## src/rtl/spell_pkg.sv

```systemverilog
// rtl/spell_pkg.sv - shared state encoding, requester ids and request fields for spell_mem_arbiter
package spell_pkg;

  typedef enum logic [1:0] {
    ARB_IDLE = 2'd0,
    ARB_BUSY = 2'd1,
    ARB_DONE = 2'd2
  } arb_state_t;

  localparam logic REQ_CPU = 1'b0;
  localparam logic REQ_DBG = 1'b1;

  typedef struct packed {
    logic [7:0] addr;
    logic [7:0] wdata;
    logic       type_data;
    logic       write;
  } req_fields_t;

endpackage

```

## src/rtl/spell_mem_arbiter_if.sv

```systemverilog
// rtl/spell_mem_arbiter_if.sv - requester and spell_mem bus bundle for spell_mem_arbiter
interface spell_mem_arbiter_if;

  logic       cpu_req;
  logic [7:0] cpu_addr;
  logic [7:0] cpu_wdata;
  logic       cpu_type_data;
  logic       cpu_write;
  logic       cpu_ack;

  logic       dbg_req;
  logic [7:0] dbg_addr;
  logic [7:0] dbg_wdata;
  logic       dbg_type_data;
  logic       dbg_write;
  logic       dbg_ack;

  logic [7:0] rdata;
  logic       err;

  logic       mem_select;
  logic [7:0] mem_addr;
  logic [7:0] mem_data_in;
  logic       mem_type_data;
  logic       mem_write;
  logic [7:0] mem_data_out;
  logic       mem_data_ready;

  // Arbiter side
  modport slave (
    input  cpu_req, cpu_addr, cpu_wdata, cpu_type_data, cpu_write,
    input  dbg_req, dbg_addr, dbg_wdata, dbg_type_data, dbg_write,
    output cpu_ack, dbg_ack, rdata, err,
    output mem_select, mem_addr, mem_data_in, mem_type_data, mem_write,
    input  mem_data_out, mem_data_ready
  );

  // Requesters plus memory, i.e. everything around the arbiter
  modport master (
    output cpu_req, cpu_addr, cpu_wdata, cpu_type_data, cpu_write,
    output dbg_req, dbg_addr, dbg_wdata, dbg_type_data, dbg_write,
    input  cpu_ack, dbg_ack, rdata, err,
    input  mem_select, mem_addr, mem_data_in, mem_type_data, mem_write,
    output mem_data_out, mem_data_ready
  );

endinterface

```

## src/rtl/spell_rr_arb2.sv

```systemverilog
// rtl/spell_rr_arb2.sv - combinational two-way round-robin pick (req[0]=CPU, req[1]=debug)
module spell_rr_arb2
  import spell_pkg::*;
(
  input  logic [1:0] req,
  input  logic       last,
  output logic       grant
);

  // On a tie the requester that was not served last wins; with no request the output is don't-care.
  always_comb begin
    grant = REQ_CPU;
    if (req == 2'b11) begin
      grant = ~last;
    end else if (req[1]) begin
      grant = REQ_DBG;
    end
  end

endmodule

```

## src/rtl/spell_mem_arbiter.sv

```systemverilog
// rtl/spell_mem_arbiter.sv - single-port spell_mem arbiter for CPU and debug host
// Optional BUSY timeout abort enabled by SPELL_MEM_ARB_TIMEOUT_EN.
module spell_mem_arbiter
  import spell_pkg::*;
#(
  parameter int unsigned TIMEOUT_CYCLES = 255
) (
  input  logic                clk,
  input  logic                rst,
  spell_mem_arbiter_if.slave  bus
);

  arb_state_t  state;
  arb_state_t  state_nxt;
  logic        grant_id;
  logic        last_grant;
  logic        pick;
  logic        any_req;
  logic        busy;
  logic        abort;
  req_fields_t req_q;
  req_fields_t req_sel;
  logic [7:0]  rdata_q;

  assign any_req = bus.cpu_req | bus.dbg_req;
  assign busy    = (state == ARB_BUSY);

  spell_rr_arb2 u_rr (
    .req   ({bus.dbg_req, bus.cpu_req}),
    .last  (last_grant),
    .grant (pick)
  );

  always_comb begin
    req_sel = '{addr: bus.cpu_addr, wdata: bus.cpu_wdata,
                type_data: bus.cpu_type_data, write: bus.cpu_write};
    if (pick == REQ_DBG) begin
      req_sel = '{addr: bus.dbg_addr, wdata: bus.dbg_wdata,
                  type_data: bus.dbg_type_data, write: bus.dbg_write};
    end
  end

`ifdef SPELL_MEM_ARB_TIMEOUT_EN
  localparam int TW = $clog2(TIMEOUT_CYCLES + 1);

  logic [TW-1:0] tmr;
  logic          err_q;

  // tmr holds the number of BUSY cycles already completed, so the abort lands on the last allowed one.
  assign abort = busy && !bus.mem_data_ready && (tmr == TW'(TIMEOUT_CYCLES - 1));

  always_ff @(posedge clk) begin
    if (rst) begin
      tmr   <= '0;
      err_q <= 1'b0;
    end else if (state == ARB_IDLE) begin
      tmr   <= '0;
      err_q <= 1'b0;
    end else if (busy) begin
      tmr   <= tmr + TW'(1);
      err_q <= abort;
    end
  end

  assign bus.err = (state == ARB_DONE) && err_q;
`else
  assign abort   = 1'b0;
  assign bus.err = 1'b0;
`endif

  always_ff @(posedge clk) begin
    if (rst) begin
      state <= ARB_IDLE;
    end else begin
      state <= state_nxt;
    end
  end

  always_comb begin
    state_nxt = state;
    unique case (state)
      ARB_IDLE: if (any_req) state_nxt = ARB_BUSY;
      ARB_BUSY: if (bus.mem_data_ready || abort) state_nxt = ARB_DONE;
      ARB_DONE: state_nxt = ARB_IDLE;
      default:  state_nxt = ARB_IDLE;
    endcase
  end

  always_ff @(posedge clk) begin
    if (rst) begin
      grant_id   <= REQ_CPU;
      last_grant <= REQ_DBG;
      req_q      <= '0;
      rdata_q    <= '0;
    end else begin
      if (state == ARB_IDLE && any_req) begin
        grant_id <= pick;
        req_q    <= req_sel;
      end
      if (busy) begin
        if (abort) begin
          rdata_q <= 8'hFF;
        end else if (bus.mem_data_ready && !req_q.write) begin
          rdata_q <= bus.mem_data_out;
        end
      end
      if (state == ARB_DONE) begin
        last_grant <= grant_id;
      end
    end
  end

  // Memory-side outputs are forced to zero outside BUSY so idle/reset presents a quiet bus.
  assign bus.mem_select    = busy;
  assign bus.mem_addr      = busy ? req_q.addr      : 8'h00;
  assign bus.mem_data_in   = busy ? req_q.wdata     : 8'h00;
  assign bus.mem_type_data = busy ? req_q.type_data : 1'b0;
  assign bus.mem_write     = busy ? req_q.write     : 1'b0;

  assign bus.cpu_ack = (state == ARB_DONE) && (grant_id == REQ_CPU);
  assign bus.dbg_ack = (state == ARB_DONE) && (grant_id == REQ_DBG);
  assign bus.rdata   = rdata_q;

endmodule
```

## src/flat_wrapper.sv

```systemverilog
// flat-port wrapper written by rule: the top's interface ports become plain ports
module spell_mem_arbiter_flat import spell_pkg::*;
#(
  parameter int unsigned TIMEOUT_CYCLES = 255
)
  (clk, rst, bus_cpu_req, bus_cpu_addr, bus_cpu_wdata, bus_cpu_type_data, bus_cpu_write, bus_dbg_req, bus_dbg_addr, bus_dbg_wdata, bus_dbg_type_data, bus_dbg_write, bus_cpu_ack, bus_dbg_ack, bus_rdata, bus_err, bus_mem_select, bus_mem_addr, bus_mem_data_in, bus_mem_type_data, bus_mem_write, bus_mem_data_out, bus_mem_data_ready);
  spell_mem_arbiter_if bus_i ();
  input  logic clk;
  input  logic rst;
  input wire logic [$bits(bus_i.cpu_req)-1:0] bus_cpu_req;
  input wire logic [$bits(bus_i.cpu_addr)-1:0] bus_cpu_addr;
  input wire logic [$bits(bus_i.cpu_wdata)-1:0] bus_cpu_wdata;
  input wire logic [$bits(bus_i.cpu_type_data)-1:0] bus_cpu_type_data;
  input wire logic [$bits(bus_i.cpu_write)-1:0] bus_cpu_write;
  input wire logic [$bits(bus_i.dbg_req)-1:0] bus_dbg_req;
  input wire logic [$bits(bus_i.dbg_addr)-1:0] bus_dbg_addr;
  input wire logic [$bits(bus_i.dbg_wdata)-1:0] bus_dbg_wdata;
  input wire logic [$bits(bus_i.dbg_type_data)-1:0] bus_dbg_type_data;
  input wire logic [$bits(bus_i.dbg_write)-1:0] bus_dbg_write;
  output wire logic [$bits(bus_i.cpu_ack)-1:0] bus_cpu_ack;
  output wire logic [$bits(bus_i.dbg_ack)-1:0] bus_dbg_ack;
  output wire logic [$bits(bus_i.rdata)-1:0] bus_rdata;
  output wire logic [$bits(bus_i.err)-1:0] bus_err;
  output wire logic [$bits(bus_i.mem_select)-1:0] bus_mem_select;
  output wire logic [$bits(bus_i.mem_addr)-1:0] bus_mem_addr;
  output wire logic [$bits(bus_i.mem_data_in)-1:0] bus_mem_data_in;
  output wire logic [$bits(bus_i.mem_type_data)-1:0] bus_mem_type_data;
  output wire logic [$bits(bus_i.mem_write)-1:0] bus_mem_write;
  input wire logic [$bits(bus_i.mem_data_out)-1:0] bus_mem_data_out;
  input wire logic [$bits(bus_i.mem_data_ready)-1:0] bus_mem_data_ready;
  assign bus_i.cpu_req = bus_cpu_req;
  assign bus_i.cpu_addr = bus_cpu_addr;
  assign bus_i.cpu_wdata = bus_cpu_wdata;
  assign bus_i.cpu_type_data = bus_cpu_type_data;
  assign bus_i.cpu_write = bus_cpu_write;
  assign bus_i.dbg_req = bus_dbg_req;
  assign bus_i.dbg_addr = bus_dbg_addr;
  assign bus_i.dbg_wdata = bus_dbg_wdata;
  assign bus_i.dbg_type_data = bus_dbg_type_data;
  assign bus_i.dbg_write = bus_dbg_write;
  assign bus_cpu_ack = bus_i.cpu_ack;
  assign bus_dbg_ack = bus_i.dbg_ack;
  assign bus_rdata = bus_i.rdata;
  assign bus_err = bus_i.err;
  assign bus_mem_select = bus_i.mem_select;
  assign bus_mem_addr = bus_i.mem_addr;
  assign bus_mem_data_in = bus_i.mem_data_in;
  assign bus_mem_type_data = bus_i.mem_type_data;
  assign bus_mem_write = bus_i.mem_write;
  assign bus_i.mem_data_out = bus_mem_data_out;
  assign bus_i.mem_data_ready = bus_mem_data_ready;
  spell_mem_arbiter #(.TIMEOUT_CYCLES(TIMEOUT_CYCLES)) u_core (.clk(clk), .rst(rst), .bus(bus_i));
endmodule
```

## config.mk

```make
export PLATFORM = sky130hd
export DESIGN_NAME = spell_mem_arbiter_flat
export DESIGN_NICKNAME = d
export VERILOG_FILES = /design/src/rtl/spell_pkg.sv /design/src/rtl/spell_mem_arbiter_if.sv /design/src/rtl/spell_rr_arb2.sv /design/src/rtl/spell_mem_arbiter.sv /design/src/flat_wrapper.sv
export SDC_FILE = /design/constraint.sdc
export NUM_CORES = 1
export LEC_CHECK = 0
export ABC_CLOCK_PERIOD_IN_PS = 3030
export CORE_ASPECT_RATIO = 1.1
export CORE_UTILIZATION = 42
export DETAILED_ROUTE_END_ITERATION = 10
export PLACE_DENSITY = 0.85
export SLEW_MARGIN = 20
export SYNTH_ARGS = -nofsm -noshare
export SYNTH_HDL_FRONTEND = slang
export SYNTH_SLANG_ARGS = --single-unit
```

## constraint.sdc

```tcl
create_clock -name clk -period 3.03 [get_ports clk]
set_input_delay 0.303 -clock clk [delete_from_list [all_inputs] [get_ports clk]]
set_output_delay 0.303 -clock clk [all_outputs]
set_load 0.02 [all_outputs]
```

# After elaboration in Yosys (flattened, before gate mapping)
# Cells that the tools add are included.
# totals
out_inout_bits	30
latch_bits	0
mem_bits_ro	0
memories	0
register_bits	30
input_bits	49
wordCells	34
ram_bits	0
# op_classes
reduce_logical	8
muxes	10
shifts	0
n_bitwise	3
n_eq_ne	5
n_lt_le_gt_ge	0
div	0
n_addsub	0
n_mul	0
# ops
cell	count
$mux 18	1
$mux 8	2
$eq 2x2->1 const B	2
$logic_and 1x1->1	4
$mux 1	4
$mux 2	2
$pmux 2 s2	1
$reduce_and 2->1	2
$eq 2x1->1 const B	1
$logic_not 2->1	1
$ne 2x1->1 const B	1
$ne 2x2->1 const B	1
$not 1->1	2
$logic_not 1->1	1
$or 1x1->1	1

# Logic depth before layout (Yosys ltp)
# logic_depth
depth_word	3
mapped_depth	5
mapped_depth_nobuf	3

# Modules after synthesis
# Synthesis repeated with hierarchy kept, for this count alone.
# hier_totals
cells_unflattened	152
area_unflattened_um2	1487.7
# by_module_without_submodules
mod	area_each_um2	n_inst	cells_per_inst	seq_area_each_um2
spell_mem_arbiter	1476.4	1	151	600.6
spell_rr_arb2	11.3	1	1	0.0

# Least setup slack after synthesis
# No wires, ideal clock.
# synth_timing
kind	register to output
from	reg u_core.state[0]
to	out bus_mem_addr[0]
arrival_ns	1.152
n_path_buf	1
stages_incl_launch_ff	4
slack_ns	1.575
required_time_ns	2.727
cell_sequence	dfxtp_1 nor2b_1 clkbuf_1 and2_1
# synth_via
elab_chain_cells	2
# synth_rtl
item	line_no	rtl
start, declared	spell_mem_arbiter.sv:13	arb_state_t state;
start signal, assigned	spell_mem_arbiter.sv:75	state <= state_nxt;
$eq 2x1->1	spell_mem_arbiter.sv:26	assign busy = (state == ARB_BUSY);
named net bus_mem_select	flat_wrapper.sv:24	output wire logic [$bits(bus_i.mem_select)-1:0] bus_mem_select;
$mux 8	spell_mem_arbiter.sv:115	assign bus.mem_addr = busy ? req_q.addr : 8'h00;
end, declared	flat_wrapper.sv:25	output wire logic [$bits(bus_i.mem_addr)-1:0] bus_mem_addr;
# The timed path passes the listed nets, and every way through them passes these cells.

# Worst setup path after layout
# layout_timing
from	reg u_core.state[0]
to	out bus_mem_addr[7]
# layout_via
elab_chain_cells	2
# layout_rtl
item	line_no
$eq 2x1->1	spell_mem_arbiter.sv:26
$mux 8	spell_mem_arbiter.sv:115
# Every way passes these cells.

==> impl_metrics.csv <==
group,metric,value,unit
critical_path,crit_start,"u_core.state[0]$_SDFFE_PP0P_",
yosys,syn_area,0.00149,mm2
finish,final_cells,292,
finish,area_delta_synth_final,56.6,%
finish,fin_util,69.3,%
detailed_routing,avgRoutedWirePerCell,13.6,um
yosys,ys_ff_latch,30,
critical_path,cp.required,2.73,ns
placed_design,place_hpwl,2870,um
detailed_routing,drc,0,
sta,worst_slew_pin_slew,0.836,ns
sta,slew_violations,0,
grt,grt.total_usage,23.2,%
power,leakage,0.867,nW
run,cap_viol_max_count,0,
placed_design,dp_cells,286,
finish,diodes,0,
power,swShare,28.9,%
sta,setup_ws,0.539,ns
power,p_int,0.000683,W
yosys,synth_xor_area_share,0,%
clock_tree,post_cts_buffers,0,
sta,tns,0,ns
min_path,hold_path.class,"flop to flop",
sta,rsz0062_at_grt,"no",
floorplan,core_area,0.00336,mm2
clock_tree,ctsHoldBuffers,0,
sta,fmax,0.401,GHz
yosys,synth_compound_area_share,24.6,%
sta,setup_violations,0,
sta,relSlewSlack,44.3,%
detailed_routing,wl,3970,um
clock_tree,clock_latency,0.33,ns
floorplan,start_util,44.2,%
grt,grt_max_degree,31,
placed_design,gp_congestion,0.781,
power,share_comb_of_total_power,29.6,%
power,peakVddDrop,0.279,mV
finish,regArea,601,um2
grt,grt_first_pass_wirelength,6600,um
sta,timing.final.crit_share,82.2,%
critical_path,arrival,2.19,ns
yosys,netlist_instances,172,
critical_path,crit_type,"flop to primary output",
placed_design,detailed_place.area,0.00227,mm2
detailed_routing,dr.pass1.iters,4,
clock_tree,ctsResizeCount,0,
grt,antenna_found_initial,0,
floorplan,die_area,0.00378,mm2
finish,final_area,0.00233,mm2
floorplan,rows,22,
clock_tree,clockBufferDepth,2,
detailed_routing,ant_nets,0,
finish,multi_input_area,802,um2
critical_path,start_kind,"flop",
clock_tree,cts-buffers-inserted,5,
yosys,synth_top_family_by_area,"compound AO/OA/AOI/OAI gates",
placed_design,port-buffer-count,77,
sta,hold_violations,0,
yosys,yosys.area_share.simple,23.3,%
placed_design,preCtsSetupSlack,0.913,ns
critical_path,r2r_start,"u_core.state[1]$_SDFFE_PP0P_",
finish,fillCellCount,301,
finish,final_nets,294,
power,switchingPower,0.000277,W
run_status,outcome,"complete, no violations",
floorplan,die_h,64.4,um
critical_path,path_max_fanout,12,
yosys,ys_seq_area_share,40.4,%
yosys,synth_top_area_share,40.4,%
power,p_clk_share,23.7,%
yosys,yosysWarnings,0,
clock_tree,clock-root-buffer,"clkbuf_4",
critical_path,cp-end-kind,"primary output",
clock_tree,cts_tree,"built",
yosys,synthTopCellsByArea,"dfxtp_1, a311oi_2, nand2_1",
power,pwr-share-seq,46.7,%
yosys,synth_adder_area_share,0,%
yosys,muxShareOfSynthArea,5.39,%
yosys,synth_top_cell_by_area,"dfxtp_1",
grt,grt_overflow,0,
clock_tree,clkSinkCount,30,
floorplan,io_pins,79,
sta,skew,0.00673,ns
floorplan,die_w,58.7,um
detailed_routing,vias,1469,
detailed_routing,viasPerCell,5.03,
yosys,syn_avg_cell_area,8.63,um2
detailed_routing,first_iter_violations,55,
yosys,syn_nets,221,
yosys,yosysUniqueCellTypes,24,
grt,grt_pass1_vias,1500,
sta,fin_crit,2.49,ns
min_path,min_from,"u_core.bus.rdata[3]$_SDFFE_PP0P_",
finish,drive_gt1_share,9.43,%
power,powerDensity,413,mW/mm2
clock_tree,h-tree-depth,2,
clock_tree,clkSlewWorstSetupHoldPaths,0.08,ns
==> Yosys cell counts <==
cell type	number
nand2_1	38
dfxtp_1	30
a21oi_1	20
and2_1	19
nor2_1	11
a311oi_2	10
a311oi_1	8
mux2i_1	8
clkbuf_1	7
buf_2	5
buf_6	2
nand2b_1	2
a211o_1	1
a21bo_1	1
a21boi_4	1
a21o_1	1
and3b_1	1
buf_1	1
buf_4	1
conb_1	1
inv_1	1
nor2b_1	1
nor4bb_1	1
or2_1	1
==> power groups by stage <==
stage	clock network (W)	logic, W	registers (W)
final	0.000228	0.000284	0.000449
after global routing	0.000249	0.000309	0.000453
after CTS	0.000235	0.000285	0.000448
after detailed placement	0	0.000284	0.000457
after global placement	0	0.000278	0.000455
after floorplan	0	0.000157	0.000458
==> state kept, by name (all words and copies together) (netlist names) <==
name / count
u_core.req_q: 18
u_core.bus.rdata: 8
u_core.state: 2
u_core.grant_id: 1
u_core.last_grant: 1
==> worst paths after layout <==
kind | to | depth (start not counted) | slack, ns
worst max-delay path | bus_mem_addr[7] | 4 | 0.54
worst min-delay path | u_core.bus.rdata[3]$_SDFFE_PP0P_ | 2 | 0.49
worst max register to register | u_core.req_q[4]$_SDFFE_PP0P_ | 3 | 1.46
worst min register to register | u_core.bus.rdata[3]$_SDFFE_PP0P_ | 2 | 0.49
==> kinds of logic after synthesis <==
group | after synthesis
simple gates | 74
compound gates | 42
flops | 30
buf+inv | 17
mux | 8
other cells | 1
==> layout by cell type (no fill, tap or decap) <==
master,Yosys,layout
clkdlybuf4s50_1,0,77
nand2_1,38,38
dfxtp_1,30,30
a21oi_1,20,20
and2_1,19,19
nor2_1,11,11
a311oi_2,10,10
a311oi_1,8,8
mux2i_1,8,8
clkbuf_4,0,5
buf_4,1,5
nand2b_1,2,2
nor2b_1,1,1
inv_1,1,1
a21bo_1,1,1
or2_1,1,1
a21boi_4,1,1
a211o_1,1,1
a21o_1,1,1
nor4bb_2,0,1
and3b_1,1,1
conb_1,1,1
clkbuf_8,0,1
==> cell type report <==
type	count	share of cell area, %
Tap cell	48	2.58
Multi-Input combinational cell	125	34.5
Sequential cell	30	25.8
Clock buffer	6	2.21
Inverter	1	0.161
Timing Repair Buffer	82	34.7
==> through the flow <==
stage                     hold slack (ns)  power, W
after detailed placement            0.485  0.000741
after floorplan                     0.450  0.000615
after CTS                           0.505  0.000969
after global routing                0.547   0.00101
after global placement              0.471  0.000734
final                               0.493  0.000961
==> routing by layer <==
metal	vias up	wire, um	track usage (%)	part of all wire, %
met1	676	1610	25.8	41
met3	7	210	4.05	5.3
met2	52	2090	42.0	53
li1	734	-	-	-
met5	-	0	0	0
met4	0	56	10.7	1.4
==> critical path, stage by stage, from the launching register on <==
cell and delay (ns):
dfxtp_1 0.36, nor2b_1 0.47, buf_4 0.27, and2_1 0.13
clkdlybuf4s50_1 0.63
No activity file was read; power rests on OpenSTA's default activity.
